==> src/rtl/vga_timing_pkg.sv <==
// Shared 640x480@60 raster constants, coordinate type and phase decode for the display pipeline.
// Consumed by vga_timing_generator (optional FRAME_COUNT_EN build) and the background generator.
package vga_timing_pkg;

    typedef logic [9:0] coord_t;

    localparam int unsigned VgaHActive = 640;
    localparam int unsigned VgaHFront  = 16;
    localparam int unsigned VgaHSync   = 96;
    localparam int unsigned VgaHBack   = 48;
    localparam int unsigned VgaHTotal  = VgaHActive + VgaHFront + VgaHSync + VgaHBack;

    localparam int unsigned VgaVActive = 480;
    localparam int unsigned VgaVFront  = 10;
    localparam int unsigned VgaVSync   = 2;
    localparam int unsigned VgaVBack   = 33;
    localparam int unsigned VgaVTotal  = VgaVActive + VgaVFront + VgaVSync + VgaVBack;

    localparam int unsigned VgaHSyncFirst = VgaHActive + VgaHFront;
    localparam int unsigned VgaHSyncLast  = VgaHSyncFirst + VgaHSync - 1;
    localparam int unsigned VgaVSyncFirst = VgaVActive + VgaVFront;
    localparam int unsigned VgaVSyncLast  = VgaVSyncFirst + VgaVSync - 1;

    typedef enum logic [1:0] {PhActive, PhFront, PhSync, PhBack} phase_e;

    // Position within one axis: ACTIVE -> FRONT -> SYNC -> BACK.
    function automatic phase_e decode_phase(coord_t c, coord_t active, coord_t front,
                                            coord_t sync);
        if (c < active) begin
            return PhActive;
        end else if (c < active + front) begin
            return PhFront;
        end else if (c < active + front + sync) begin
            return PhSync;
        end
        return PhBack;
    endfunction

endpackage

==> src/rtl/pixel_tick_divider.sv <==
// Divides the system clock into the pixel advance strobe; CLOCK_DIV of 1 or 2.
// The strobe is combinational from the phase flop; the caller registers it.
module pixel_tick_divider #(
    parameter int unsigned CLOCK_DIV = 2
) (
    input  logic clk_i,
    input  logic rst_ni,
    output logic advance_o
);

    localparam logic LastPhase = (CLOCK_DIV == 2) ? 1'b1 : 1'b0;

    logic phase_q, phase_d;

    always_comb begin
        advance_o = (phase_q == LastPhase);
        phase_d   = advance_o ? 1'b0 : ~phase_q;
    end

    always_ff @(posedge clk_i or negedge rst_ni) begin
        if (!rst_ni) begin
            phase_q <= 1'b0;
        end else begin
            phase_q <= phase_d;
        end
    end

endmodule

==> src/rtl/vga_timing_generator.sv <==
// VGA raster timing: coordinates, visible flag and sync pulses, all registered together.
// Define FRAME_COUNT_EN to add the frameCount / frameStart outputs.
module vga_timing_generator
    import vga_timing_pkg::*;
#(
    parameter int unsigned CLOCK_DIV   = 2,
    parameter int unsigned H_ACTIVE    = VgaHActive,
    parameter int unsigned H_FRONT     = VgaHFront,
    parameter int unsigned H_SYNC      = VgaHSync,
    parameter int unsigned H_BACK      = VgaHBack,
    parameter int unsigned V_ACTIVE    = VgaVActive,
    parameter int unsigned V_FRONT     = VgaVFront,
    parameter int unsigned V_SYNC      = VgaVSync,
    parameter int unsigned V_BACK      = VgaVBack,
    parameter logic        SYNC_ACTIVE = 1'b0
) (
    input  logic       clock,
    input  logic       reset,
    output logic [9:0] xOrd,
    output logic [9:0] yOrd,
    output logic       visible,
    output logic       hsync,
    output logic       vsync,
    output logic       pixelTick
`ifdef FRAME_COUNT_EN
    ,
    output logic [7:0] frameCount,
    output logic [0:0] frameStart
`endif
);

    localparam int unsigned H_TOTAL = H_ACTIVE + H_FRONT + H_SYNC + H_BACK;
    localparam int unsigned V_TOTAL = V_ACTIVE + V_FRONT + V_SYNC + V_BACK;

    localparam coord_t XMax    = coord_t'(H_TOTAL - 1);
    localparam coord_t YMax    = coord_t'(V_TOTAL - 1);
    localparam coord_t HAct    = coord_t'(H_ACTIVE);
    localparam coord_t HFrnt   = coord_t'(H_FRONT);
    localparam coord_t HSyncW  = coord_t'(H_SYNC);
    localparam coord_t VAct    = coord_t'(V_ACTIVE);
    localparam coord_t VFrnt   = coord_t'(V_FRONT);
    localparam coord_t VSyncW  = coord_t'(V_SYNC);

    logic   advance;
    coord_t x_q, x_d, y_q, y_d;
    logic   visible_q, visible_d;
    logic   hsync_q, hsync_d;
    logic   vsync_q, vsync_d;
    logic   pixel_tick_q, pixel_tick_d;
    phase_e h_phase, v_phase;

    pixel_tick_divider #(
        .CLOCK_DIV (CLOCK_DIV)
    ) u_divider (
        .clk_i     (clock),
        .rst_ni    (reset),
        .advance_o (advance)
    );

    // Flags decode from the next counts so they land on the same edge as the coordinates.
    always_comb begin
        x_d = x_q;
        y_d = y_q;
        if (advance) begin
            if (x_q == XMax) begin
                x_d = '0;
                y_d = (y_q == YMax) ? '0 : y_q + coord_t'(1);
            end else begin
                x_d = x_q + coord_t'(1);
            end
        end
        h_phase      = decode_phase(x_d, HAct, HFrnt, HSyncW);
        v_phase      = decode_phase(y_d, VAct, VFrnt, VSyncW);
        visible_d    = (h_phase == PhActive) && (v_phase == PhActive);
        hsync_d      = (h_phase == PhSync) ? SYNC_ACTIVE : ~SYNC_ACTIVE;
        vsync_d      = (v_phase == PhSync) ? SYNC_ACTIVE : ~SYNC_ACTIVE;
        pixel_tick_d = advance;
    end

    always_ff @(posedge clock or negedge reset) begin
        if (!reset) begin
            x_q          <= XMax;
            y_q          <= YMax;
            visible_q    <= 1'b0;
            hsync_q      <= ~SYNC_ACTIVE;
            vsync_q      <= ~SYNC_ACTIVE;
            pixel_tick_q <= 1'b0;
        end else begin
            x_q          <= x_d;
            y_q          <= y_d;
            visible_q    <= visible_d;
            hsync_q      <= hsync_d;
            vsync_q      <= vsync_d;
            pixel_tick_q <= pixel_tick_d;
        end
    end

    assign xOrd      = x_q;
    assign yOrd      = y_q;
    assign visible   = visible_q;
    assign hsync     = hsync_q;
    assign vsync     = vsync_q;
    assign pixelTick = pixel_tick_q;

`ifdef FRAME_COUNT_EN
    logic       started_q, started_d;
    logic [7:0] frame_count_q, frame_count_d;
    logic       frame_start_q, frame_start_d;

    // The wrap out of the reset position opens frame 0, so it is not counted.
    always_comb begin
        frame_start_d = advance && (x_d == '0) && (y_d == '0);
        started_d     = started_q | advance;
        frame_count_d = frame_count_q;
        if (frame_start_d && started_q) begin
            frame_count_d = frame_count_q + 8'd1;
        end
    end

    always_ff @(posedge clock or negedge reset) begin
        if (!reset) begin
            started_q     <= 1'b0;
            frame_count_q <= 8'd0;
            frame_start_q <= 1'b0;
        end else begin
            started_q     <= started_d;
            frame_count_q <= frame_count_d;
            frame_start_q <= frame_start_d;
        end
    end

    assign frameCount = frame_count_q;
    assign frameStart = frame_start_q;
`endif

endmodule

==> config.mk <==
export PLATFORM = sky130hd
export DESIGN_NAME = vga_timing_generator
export DESIGN_NICKNAME = d
export VERILOG_FILES = /design/src/rtl/vga_timing_pkg.sv /design/src/rtl/pixel_tick_divider.sv /design/src/rtl/vga_timing_generator.sv
export SDC_FILE = /design/constraint.sdc
export NUM_CORES = 1
export LEC_CHECK = 0
export ABC_AREA = 1
export CAP_MARGIN = 20
export CORE_MARGIN = 2
export CORE_UTILIZATION = 57
export DETAILED_ROUTE_END_ITERATION = 10
export PLACE_DENSITY = 0.95
export SLEW_MARGIN = 10
export SYNTH_ARGS = -nofsm -noshare
export SYNTH_HDL_FRONTEND = slang
export SYNTH_SLANG_ARGS = --single-unit
==> constraint.sdc <==
create_clock -name clock -period 3.5 [get_ports clock]
set_clock_uncertainty 0.05 [all_clocks]
set_input_delay 0.7 -clock clock [delete_from_list [all_inputs] [get_ports clock]]
set_output_delay 0.7 -clock clock [all_outputs]
set_load 0.02 [all_outputs]
==> metrics list, run 1 <==
* ANT cells: 0
- Setup total negative slack on the finished layout was measured at 0 ns.
* Height of the chip: ~56 um
- After synthesis, the largest area contributor takes up about a fifth of total cell area.
- CP Capture Type: output port
- On the final layout, the worst hold slack is 0.4722 ns.
* Critical path's largest stage delay: approximately 0.62 ns
- Cells along the critical path: clkdlybuf4s50_1
- After synthesis, the netlist uses 26 different library cells.
- The number of global-route vias before repair came to 1210.
- Min-delay worst type: register to register
* Result of the run: complete, no violations
- The startpoint identified for the worst register-to-register timing path is xOrd[0].
- FF-to-FF path depth: 12
* Top-Level Pins: 26
* Synthesized Nets: 215
- Number of storage elements in the synthesis netlist: 25
- Timing would allow up to 0.4324 GHz.
- Final Hold Viols: 0
- Number of maximum-capacitance violations: 0
- The core region is 2522 um^2.
* Measured slew at the worst slew-check pin: 0.8598 ns
* First-pass iteration count of the detailed router: 5
- Share of the cycle needed by the critical path after routing: 66.08%
* Post-route minimum period: 2.313 ns
- Grt total ovfl: 0
- Register-to-register setup slack: 1.51 ns
* Wirelength, routed: roughly 3300 um
* Filler instances: 187
* Number of gates given a new drive strength after cts: 0
- End of the worst register-to-register path: visible
- The first global-routing pass estimated 5395 um of wire.
- The tree is rooted in a sky130_fd_sc_hd__clkbuf_4.
- Setup repair after global routing left no endpoint under its margin.
- After the first detailed-routing iteration, the DRC count stood at 40.
- Post-synth design cell area: about 1600 um^2
- The worst hold path terminates at xOrd[1].
- After the last flow step, the layout net total stands at ~250.
* Post-synthesis area per instance: 7.400 um^2
- Total clock buffers created by CTS: 3
- Leading cell types in the layout, fill and taps excluded: sky130_fd_sc_hd__nand2_1 (51), sky130_fd_sc_hd__inv_1 (36), sky130_fd_sc_hd__clkdlybuf4s50_1 (25)
* CTS tree: built
- Initial Util: 61.61%
- Number of H-tree levels: 1
- Summed over all cells, the static leakage comes to ~0.9 nW.
* Max VDD drop: 219.1 uV
* Most common cell after layout, fill and taps aside: sky130_fd_sc_hd__nand2_1
* Crit path max-delay cell type: sky130_fd_sc_hd__dfstp_2
- The Yosys step of the flow raised 0 warnings.
- Wire per inst: 12.12 um
- Min-Delay Startpoint: xOrd[1]
- After clock tree synthesis, the clock-pin slew on the worst setup and hold paths is 0.13 ns.
- The initial antenna violation count is 0.
- The worst hold path passes through 2 cells.
* Fraction of layout cells with a size suffix above 1: 18.41%
* Detail Placement HPWL: 2464 um
- Worst slew margin relative to its limit: 42.50%
- Startpoint types: register
- The area growth from synthesis to layout is 20.69%.
- Number of buffers on the longest clock path: 2
- Dividing the detail-routed via count by the number of cells gives between 5 and 6.
- Power per standard cell area: 227.2 nW/um^2
* Sum of buffers and inverters on the critical path: 1
* Final routed DRC violation total: 0
- Ranking of synthesized cells by area: sky130_fd_sc_hd__dfrtp_1 (21%), sky130_fd_sc_hd__dfstp_2 (20%), sky130_fd_sc_hd__nand2_1 (12%)
- For this run, the total global-route usage over all layers was measured as ~22%.
* Sink Count: 25
- Synthesis produced a netlist whose cell count is 210.
- The die covers 3160 um^2.
- Data on the critical path is required at its endpoint by 2.75 ns.
- Residual antenna-violating net count after detailed routing: 0
- Input and output buffers added on the ports amount to 25.
* Largest net degree at the start of global routing: 24
- Buffers inserted during post-CTS setup optimization: 0
- Category of cells accounting for the largest share of critical-path delay: flip-flops
* Number of standard-cell rows in the floorplan: 18
- Once layout is done, the placed cells without fillers occupy 1876 um^2.
* Via count: 1394
- Summing all flip-flop and latch instances after layout gives 640.6 um^2.
- The clock reaches the later pin of the worst-skew pair after 0.32 ns.
- Measured along the x axis, the die boundary spans 56.22 um.
* Placed cell area: 1849 um^2
- Data arrival time of the critical path: ~1.6 ns
* Number of slew-limit violations in the final report: 0
* Worst setup path class: register to output port
- CP max FO: 7
- Setup violations remaining at the end of the flow were counted as 0.
- Summing all multi-input logic gate instances after layout gives 734.5 um^2.
- After clock tree synthesis, the flow added hold-fix buffers numbering 0.
- Summing the sequential cell areas from Yosys gives between 40% and 50% of the chip area.
- At the end of the flow the core is filled with cells to 74.36%.
- The congestion estimate from routability-driven global placement came to a little over 0.8.
* Biggest area consumer among synthesized cells: sky130_fd_sc_hd__dfrtp_1
* Total power draw: 0.0004262 W
[layout make-up]
class | instances | area share (%)
Inverter | 43 | 8.739
Multi-Input combinational cell | 139 | 39.16
Clock buffer | 4 | 1.401
Tap cell | 30 | 2.001
Sequential cell | 25 | 34.16
Timing Repair Buffer | 28 | 14.54
[flip-flops by register name, indices dropped and copies added (netlist names)]
name / flops
xOrd: 10
yOrd: 10
hsync: 1
pixelTick: 1
u_divider.advance_o: 1
visible: 1
vsync: 1
[power by group]
part           internal [W]   total [W]  switching (W)
Sequential         0.000290    0.000290              0
Combinational    0.00000241  0.00000783     0.00000542
Clock             0.0000447    0.000129      0.0000840
[how the worst max path moves through the flow]
stage / startpoint / end / slack [ns] / depth (start not counted)
after floorplan: xOrd[0] / visible / 1.65 / 12
after global placement: reset / xOrd[2] / 1.53 / 2
after detailed placement: reset / xOrd[3] / 1.48 / 2
after CTS: xOrd[8] / xOrd[8] / 1.18 / 1
after global routing: xOrd[8] / xOrd[8] / 1.14 / 1
final: xOrd[8] / xOrd[8] / 1.19 / 1
[cells in the mapped netlist]
| master | instances |
|---|---|
| sky130_fd_sc_hd__a21oi_1 | 4 |
| sky130_fd_sc_hd__or2_2 | 1 |
| sky130_fd_sc_hd__inv_1 | 36 |
| sky130_fd_sc_hd__nand3_4 | 1 |
| sky130_fd_sc_hd__o21ai_1 | 2 |
| sky130_fd_sc_hd__ha_1 | 3 |
| sky130_fd_sc_hd__nor2_8 | 1 |
| sky130_fd_sc_hd__inv_4 | 1 |
| sky130_fd_sc_hd__o21bai_1 | 1 |
| sky130_fd_sc_hd__a31oi_1 | 1 |
| sky130_fd_sc_hd__nand2_1 | 51 |
| sky130_fd_sc_hd__nand3_1 | 17 |
| sky130_fd_sc_hd__nor2_4 | 4 |
| sky130_fd_sc_hd__nor2_2 | 3 |
| sky130_fd_sc_hd__dfstp_2 | 12 |
| sky130_fd_sc_hd__nand3_2 | 1 |
| sky130_fd_sc_hd__inv_2 | 6 |
| sky130_fd_sc_hd__o21ai_0 | 2 |
| sky130_fd_sc_hd__dfrtp_1 | 13 |
| sky130_fd_sc_hd__nand2_2 | 8 |
| sky130_fd_sc_hd__buf_2 | 3 |
| sky130_fd_sc_hd__nor3_1 | 2 |
| sky130_fd_sc_hd__nand4_1 | 12 |
| sky130_fd_sc_hd__xnor2_1 | 1 |
| sky130_fd_sc_hd__nor2_1 | 21 |
| sky130_fd_sc_hd__xor2_1 | 3 |
[cells by family (layout without fill, tap and decap cells)]
logic type                 after synthesis  count (layout)  share of synthesized area (%)
AOI/OAI and AO/OA                       10              10                          3.463
xor gates and xnor gates                 4               4                          2.255
adders and majority gates                3               3                          2.416
buffers and inverters                   46              75                          11.51
DFF                                     25              25                          41.22
and+or+nand+nor                        122             122                          39.13
[routing by layer]
metal,GRT usage [%],wire (um),vias up
met5,0,0,-
met4,9.184,59,0
met3,2.791,118,5
met1,32.19,1559,650
met2,33.28,1522,30
li1,-,-,709
[metrics by stage]
| step | std cells | setup WS [ns] |
|---|---|---|
| floorplan | 210 | 1.647 |
| global placement | 265 | 1.529 |
| detailed placement | 265 | 1.484 |
| CTS | 269 | 1.182 |
| global route | 269 | 1.144 |
| finish | 269 | 1.187 |
Note: power is estimated with default switching activity, not from simulation.
==> run 2, diff against run 1 <==
--- a/config.mk
+++ b/config.mk
@@ -8,9 +8,9 @@
 export ABC_AREA = 1
 export CAP_MARGIN = 20
 export CORE_MARGIN = 2
-export CORE_UTILIZATION = 57
+export CORE_UTILIZATION = 52
 export DETAILED_ROUTE_END_ITERATION = 10
-export PLACE_DENSITY = 0.95
+export PLACE_DENSITY = 0.89
 export SLEW_MARGIN = 10
 export SYNTH_ARGS = -nofsm -noshare
 export SYNTH_HDL_FRONTEND = slang
==> constraint.sdc (replaced) <==
create_clock -name clock -period 2.15 [get_ports clock]
set_clock_uncertainty 0.05 [all_clocks]
set_input_delay 0.43 -clock clock [delete_from_list [all_inputs] [get_ports clock]]
set_output_delay 0.43 -clock clock [all_outputs]
set_load 0.02 [all_outputs]
==> run 2 against run 1 <==
Effect of this change:
- the flow now finishes with violations (DRC)
- hold slack worse by 0.071 ns
- power increased by 62%
- sequential cell count unchanged
- global-route usage decreased by 2.2 points
- non-clock buffer count down 1
- worst setup slack worse by 1.1 ns
- via count is 3.2% lower
- die area increased by 8.9%
- routed wire length shrank 4.3%
- first-iteration DRC count up 5.0%
- sequential share of layout area increased by 0.068 points
- utilization decreased by 7.6 points
- critical endpoint unchanged
- highest routed layer unchanged
==> metrics list, run 2 (synthesis results as in run 1) <==
- Number of maximum-capacitance violations: 0 (unchanged)
- Setup repair after global routing left no endpoint under its margin.
- Initial Util: 55.40% (-6.2 points)
- Final Hold Viols: 0 (unchanged)
* Number of H-tree levels: 1 (unchanged)
* Root cell of the clock tree: sky130_fd_sc_hd__clkbuf_4
- TritonCTS built the clock tree.
- Violated checks: DRC
- The number of cell rows is 19 (+1).
- Most common cell after layout, fill and taps aside: sky130_fd_sc_hd__nand2_1
- The number of global-route vias before repair is 1179 (-2.6%).
* Crit path max-delay cell type: sky130_fd_sc_hd__dfstp_2
- Global routing usage summed across all routing layers: 19.98% (-2.2 points)
- The antenna cell count came to 0 (unchanged).
- Required @ worst endpoint: 1.67 ns (-1.08 ns)
- The full die area was 3442 um^2 (+8.9%).
- Total clock buffers created by CTS: 3 (unchanged)
- From synthesis to final layout, the design area changed by 20.45%.
* Buffers inserted during post-CTS setup optimization: 0 (unchanged)
- Filler instances: 244 (+30%)
- The number of top-level design ports was 26 (unchanged).
- The actual transition at the worst max-transition pin came to 0.2946 ns (-0.5651 ns).
- Leakage Power: 0.8915 nW (-0.54%)
- The latest clock arrival within the worst-skew pair is 0.32 ns (about the same).
- Traced cell by cell, the critical path runs through clkdlybuf4s50_1.
- In the layout the commonest cells are sky130_fd_sc_hd__nand2_1 (51), sky130_fd_sc_hd__inv_1 (36), sky130_fd_sc_hd__clkdlybuf4s50_1 (25).
* Data arrival time of the critical path: 1.58 ns (+0.02 ns)
* Placer congestion estimate: 0.8687 (+4.8%)
- Clock transition at the register clock pins on the worst setup and hold paths after CTS: 0.12 ns (about the same)
* Maximum operating frequency: ~0.48 GHz
- Worst setup path class: register to output port
* Category of cells accounting for the largest share of critical-path delay: flip-flops
- First-pass GRT wire length: 5133 um (-4.9%)
- The total congestion overflow was 0 (unchanged).
* Min-delay worst type: primary input to asynchronous set/reset pin
* Number of slew-limit violations in the final report: 0 (unchanged)
* # setup viols final: 0 (unchanged)
- The final total negative setup slack is 0 ns (unchanged).
- The count of TritonRoute iterations in the first routing pass came to 7 (+2).
- The number of nets in the layout came to 244 (-0.41%).
- The core footprint is 2805 um^2 (+11%).
- Port bufs: 25 (unchanged)
- The pin count of the biggest net entering global routing was 26 (+8.3%).
- The worst path uses a little over nine tenths of the clock period.
- CP Capture Type: output port
- Sink Count: 25 (unchanged)
- The total of hold buffers inserted after clock tree synthesis was 0 (unchanged).
* Power per standard cell area: 368.4 nW/um^2 (+62%)
* Wire per inst: 11.59 um (-4.3%)
- The height of the die is 58.67 um (+4.4%).
- The post-cts sizing count came to 0 (unchanged).
- The least setup slack across all paths after layout came to 0.08802 ns (-1.099 ns).
- The minimum setup slack after placement was 0.2107 ns (-1.273 ns).
- The DRC violation count after routing is 1 (+1).
- The violation count after the first detailed-route iteration came to 42 (+5.0%).
- The count of antenna-violating nets left after detailed routing is 0 (unchanged).
- The routed via count came to 1349 (-3.2%).
* Detail Placement HPWL: 2409 um (-2.2%)
* Sum of buffers and inverters on the critical path: 1 (unchanged)
- The post-detailed-route via-to-cell ratio is 5.015 (-3.2%).
* Instance count after placement with tap cells included: 265 (unchanged)
* Startpoint of the worst-slack reg-to-reg timing path: xOrd[0]
- The worst slew margin relative to its limit was 80.21% (+38 points).
- Overall die width: 58.67 um (+4.4%)
- The buffer levels on the longest clock path is 2 (unchanged).
* CP max FO: 7 (unchanged)
* Startpoint types: register
- The initial antenna violation count is 0 (unchanged).
- The total length of routed wires was 3118 um (-4.3%).
- Post-route minimum period: between 2 and 2.5 ns
* Source of the critical timing path: xOrd[8]
- The filler-free cell count of the finished design came to 269 (unchanged).
* Hold WS: 0.4008 ns (-0.07134 ns)
- The share of final-layout standard cells stronger than drive strength 1 came to 18.49% (+0.077 points).
- Critical path's largest stage delay: 0.63 ns (about the same)
- Max VDD drop: 290.2 uV (+32%)
- Result of the run: complete, but fails checks
## run 2: routing by layer
| metal | track usage (%) | up-vias | part of all wire, % |
|---|---|---|---|
| met5 | 0 | - | 0 |
| met4 | 10.71 | 0 | 2.3 |
| met3 | 1.978 | 7 | 5.5 |
| met2 | 30.50 | 37 | 44 |
| met1 | 28.17 | 597 | 48 |
| li1 | - | 708 | - |
## run 2: layout make-up
class	instances	area [um^2]	share of cell area, %
flip-flops and latches	25	640.6	34.22
multi-input cells	139	737.0	39.37
repair buffers	27	265.3	14.17
well taps	31	38.79	2.072
inverters	43	163.9	8.757
clock buffers	4	26.28	1.404
## run 2: where the power goes
group	switching, W	total, W	internal, W
Clock	0.000134	0.000207	0.0000728
Combinational	0.00000859	0.0000114	0.00000279
Sequential	0	0.000471	0.000471
Total	0.000143	0.000690	0.000547
## run 2: path summary, 6_finish.rpt
check	end	slack, ns	depth (start not counted)
min in group clock	xOrd[1]	0.48	2
setup / recovery	xOrd[8]	0.09	1
setup reg to reg	visible	0.20	12
max in group asynchronous	yOrd[2]	1.36	2
hold / removal	xOrd[7]	0.40	2
hold reg to reg	xOrd[1]	0.48	2
## run 2: per-stage QoR
step | util [%] | instance area (um^2) | power [W]
after CTS | 66.64 | 1869 | 0.0007005
after global placement | 65.70 | 1843 | 0.0004913
after global routing | 66.73 | 1872 | 0.0007222
final | 66.73 | 1872 | 0.0006896
after detailed placement | 65.70 | 1843 | 0.0004914
after floorplan | - | 1554 | 0.0004795
==> run 3, diff against run 2 <==
--- a/config.mk
+++ b/config.mk
@@ -8,9 +8,9 @@
 export ABC_AREA = 1
 export CAP_MARGIN = 20
 export CORE_MARGIN = 2
-export CORE_UTILIZATION = 52
+export CORE_UTILIZATION = 50
 export DETAILED_ROUTE_END_ITERATION = 10
-export PLACE_DENSITY = 0.89
+export PLACE_DENSITY = 0.87
 export SLEW_MARGIN = 10
 export SYNTH_ARGS = -nofsm -noshare
 export SYNTH_HDL_FRONTEND = slang
==> run 3 against run 2 <==
Effect of this change:
- the flow now finishes without violations
- clock-buffer cell count stayed put
- cell count is 0.74% higher
- combinational power hardly changed
- sequential cell count stayed put
- utilization is 4.3 points lower
- via count is 2.8% higher
- power is 0.27% lower
- register-to-register slack worse by 0.03 ns
- largest cell class unchanged
==> metrics list, run 3 (synthesis results as in run 1) <==
- Min-delay worst type: primary input to asynchronous set/reset pin
- The internal power consumption is 0.0005467 W (about the same).
- Traced cell by cell, the critical path runs through clkdlybuf4s50_1.
- The switching power is 0.0001411 W (-1.1%).
- Unrepaired setup endpoints after global routing: false
* Total clock buffers created by CTS: 3 (unchanged)
- Wirelength, routed: 3297 um (+5.7%)
- The HPWL after detailed placement came to 2573 um (+6.8%).
* Required @ worst endpoint: 1.67 ns (about the same)
* Synth-to-Final Area Change: 20.61%
- First-pass iteration count of the detailed router: 4 (-3)
- Overall die width: 59.75 um (+1.8%)
* Height of the chip: 59.75 um (+1.8%)
* Maximum operating frequency: 0.4882 GHz (+0.66%)
- Total number of nets in the final design: 244 (unchanged)
* Final Hold Viols: 0 (unchanged)
* Vias in the first global route: 1276 (+8.2%)
* Initial Util: 51.75% (-3.6 points)
* Worst slew margin relative to its limit: 78.48% (-1.7 points)
- The switching power share of the total was 20.51% (-0.17 points).
- The routed via count is 1387 (+2.8%).
- TritonCTS built the clock tree.
- Total power draw: 0.0006878 W (-0.27%)
- ANT cells: 0 (unchanged)
- Residual antenna-violating net count after detailed routing: 0 (unchanged)
* Wire per inst: 12.17 um (+5.0%)
- The areal power density over the cells was 366.9 nW/um^2 (-0.40%).
- Number of maximum-capacitance violations: 0 (unchanged)
- The flow ran to the end, and the final reports show no timing, DRC or antenna violations.
- The first-pass GRT wire length is 5678 um (+11%).
- Post-route minimum period: 2.049 ns (-0.01344 ns)
- Leakage Power: 0.8884 nW (-0.35%)
* Number of DRC violations after detailed-routing iteration 0: 68 (+62%)
- Clock transition at the register clock pins on the worst setup and hold paths after CTS: 0.13 ns (about the same)
* Sum of buffers and inverters on the critical path: 1 (unchanged)
* Crit path max-delay cell type: sky130_fd_sc_hd__dfstp_2
- The fill cell total of the finished layout is 270 (+11%).
- Port bufs: 25 (unchanged)
* Category of cells accounting for the largest share of critical-path delay: flip-flops
- Top-Level Pins: 26 (unchanged)
- The portion of the clock cycle consumed by the worst path in the final layout is 95.28% (-0.63 points).
* Grt total ovfl: 0 (unchanged)
* Sequential share of power: 68.6% (+0.2 points)
* Measured slew at the worst slew-check pin: 0.3228 ns (+0.02812 ns)
- The buffer levels on the longest clock path was 2 (unchanged).
- Final routed DRC violation total: 0 (-1)
- STA classifies the critical path endpoint as an output port.
- Number of slew-limit violations in the final report: 0 (unchanged)
* # setup viols final: 0 (unchanged)
- Worst setup path class: register to output port
- Largest net degree at the start of global routing: 26 (unchanged)
- Core Area: 3003 um^2 (+7.0%)
- Data arrival time of the critical path: 1.57 ns (about the same)
* Sink Count: 25 (unchanged)
- CP max FO: 7 (unchanged)
- Die footprint: 3570 um^2 (+3.7%)
* Global routing usage summed across all routing layers: 20.98% (+1.0 points)
* Part of the total power dissipated in the clock network: 29.8% (-0.2 points)
* Clock latency on the worst-skew pair: 0.31 ns (about the same)
* Share of power burned in combinational logic: 1.7% (about the same)
* Leading cell types in the layout, fill and taps excluded: sky130_fd_sc_hd__nand2_1 (51), sky130_fd_sc_hd__inv_1 (36), sky130_fd_sc_hd__clkdlybuf4s50_1 (25)
- The final total negative setup slack came to 0 ns (unchanged).
- The share of final-layout standard cells stronger than drive strength 1 is 18.49% (unchanged).
- Number of standard-cell rows in the floorplan: 20 (+1)
- Vias per std cell: 5.118 (+2.1%)
* Placer congestion estimate: 0.8618 (-0.79%)
- Most common cell after layout, fill and taps aside: sky130_fd_sc_hd__nand2_1
- The maximum single-stage delay on the critical path was 0.63 ns (about the same).
- The worst vdd rail ir drop came to 261.2 uV (-10%).
- Number of H-tree levels: 1 (unchanged)
- STA classifies the critical path startpoint as a register.
* Initial antenna violation count: 0 (unchanged)
- Clock tree synthesis selected as its root buffer the cell sky130_fd_sc_hd__clkbuf_4.
run 3: cell counts in the layout (fill, tap and decap cells not counted):
Identical to the previous run, type by type.
run 3: final cells by class:
class                      instances  area [um^2]  share of cell area, %
sequential                        25        640.6                  34.18
tap                               33        41.29                  2.203
clock buffer                       4        26.28                  1.402
timing repair buffer              27        265.3                  14.15
multi-input combinational        139        737.0                  39.32
inverter                          43        163.9                  8.745
run 3: stage by stage:
stage	cells	utilization (%)	setup WS, ns	area [um^2]	hold slack, ns
final	271	62.42	0.1015	1874	0.4141
after global routing	271	62.42	0.03663	1874	0.4282
after global placement	267	61.46	0.2448	1846	0.4505
after floorplan	210	-	0.2971	1554	0.08441
after CTS	271	62.33	0.09589	1872	0.4181
after detailed placement	267	61.46	0.1610	1846	0.4539
run 3: final timing paths:
path	start	endpoint	slack, ns	cells past startpoint
max in group asynchronous	reset	vsync	1.35	2
hold reg to reg	xOrd[1]	xOrd[1]	0.47	2
hold / removal	reset	xOrd[7]	0.41	2
setup / recovery	xOrd[8]	xOrd[8]	0.10	1
min in group clock	xOrd[1]	xOrd[1]	0.47	2
setup reg to reg	xOrd[0]	visible	0.17	12
run 3: power groups by stage:
stage | clock network [W] | logic [W] | registers, W
floorplan | 0 | 0.000000000490 | 0.000479
global placement | 0 | 0.0000119 | 0.000479
detailed placement | 0 | 0.0000122 | 0.000479
CTS | 0.000211 | 0.0000121 | 0.000472
global route | 0.000231 | 0.0000136 | 0.000472
finish | 0.000205 | 0.0000115 | 0.000472
run 3: timing repair:
action,4_1_cts,5_1_grt
endpoints found under the setup margin,0,1
endpoints found under the hold margin,0,0
hold buffers,0,0
setup buffers,0,0
resized for setup,0,1
run 3: metal layers:
metal	routed length [um]	share of wire [%]	GRT usage (%)
met1	1538	47	30.98
met3	126	3.8	2.165
met5	0	0	0
met4	37	1.1	6.667
met2	1595	48	32.30
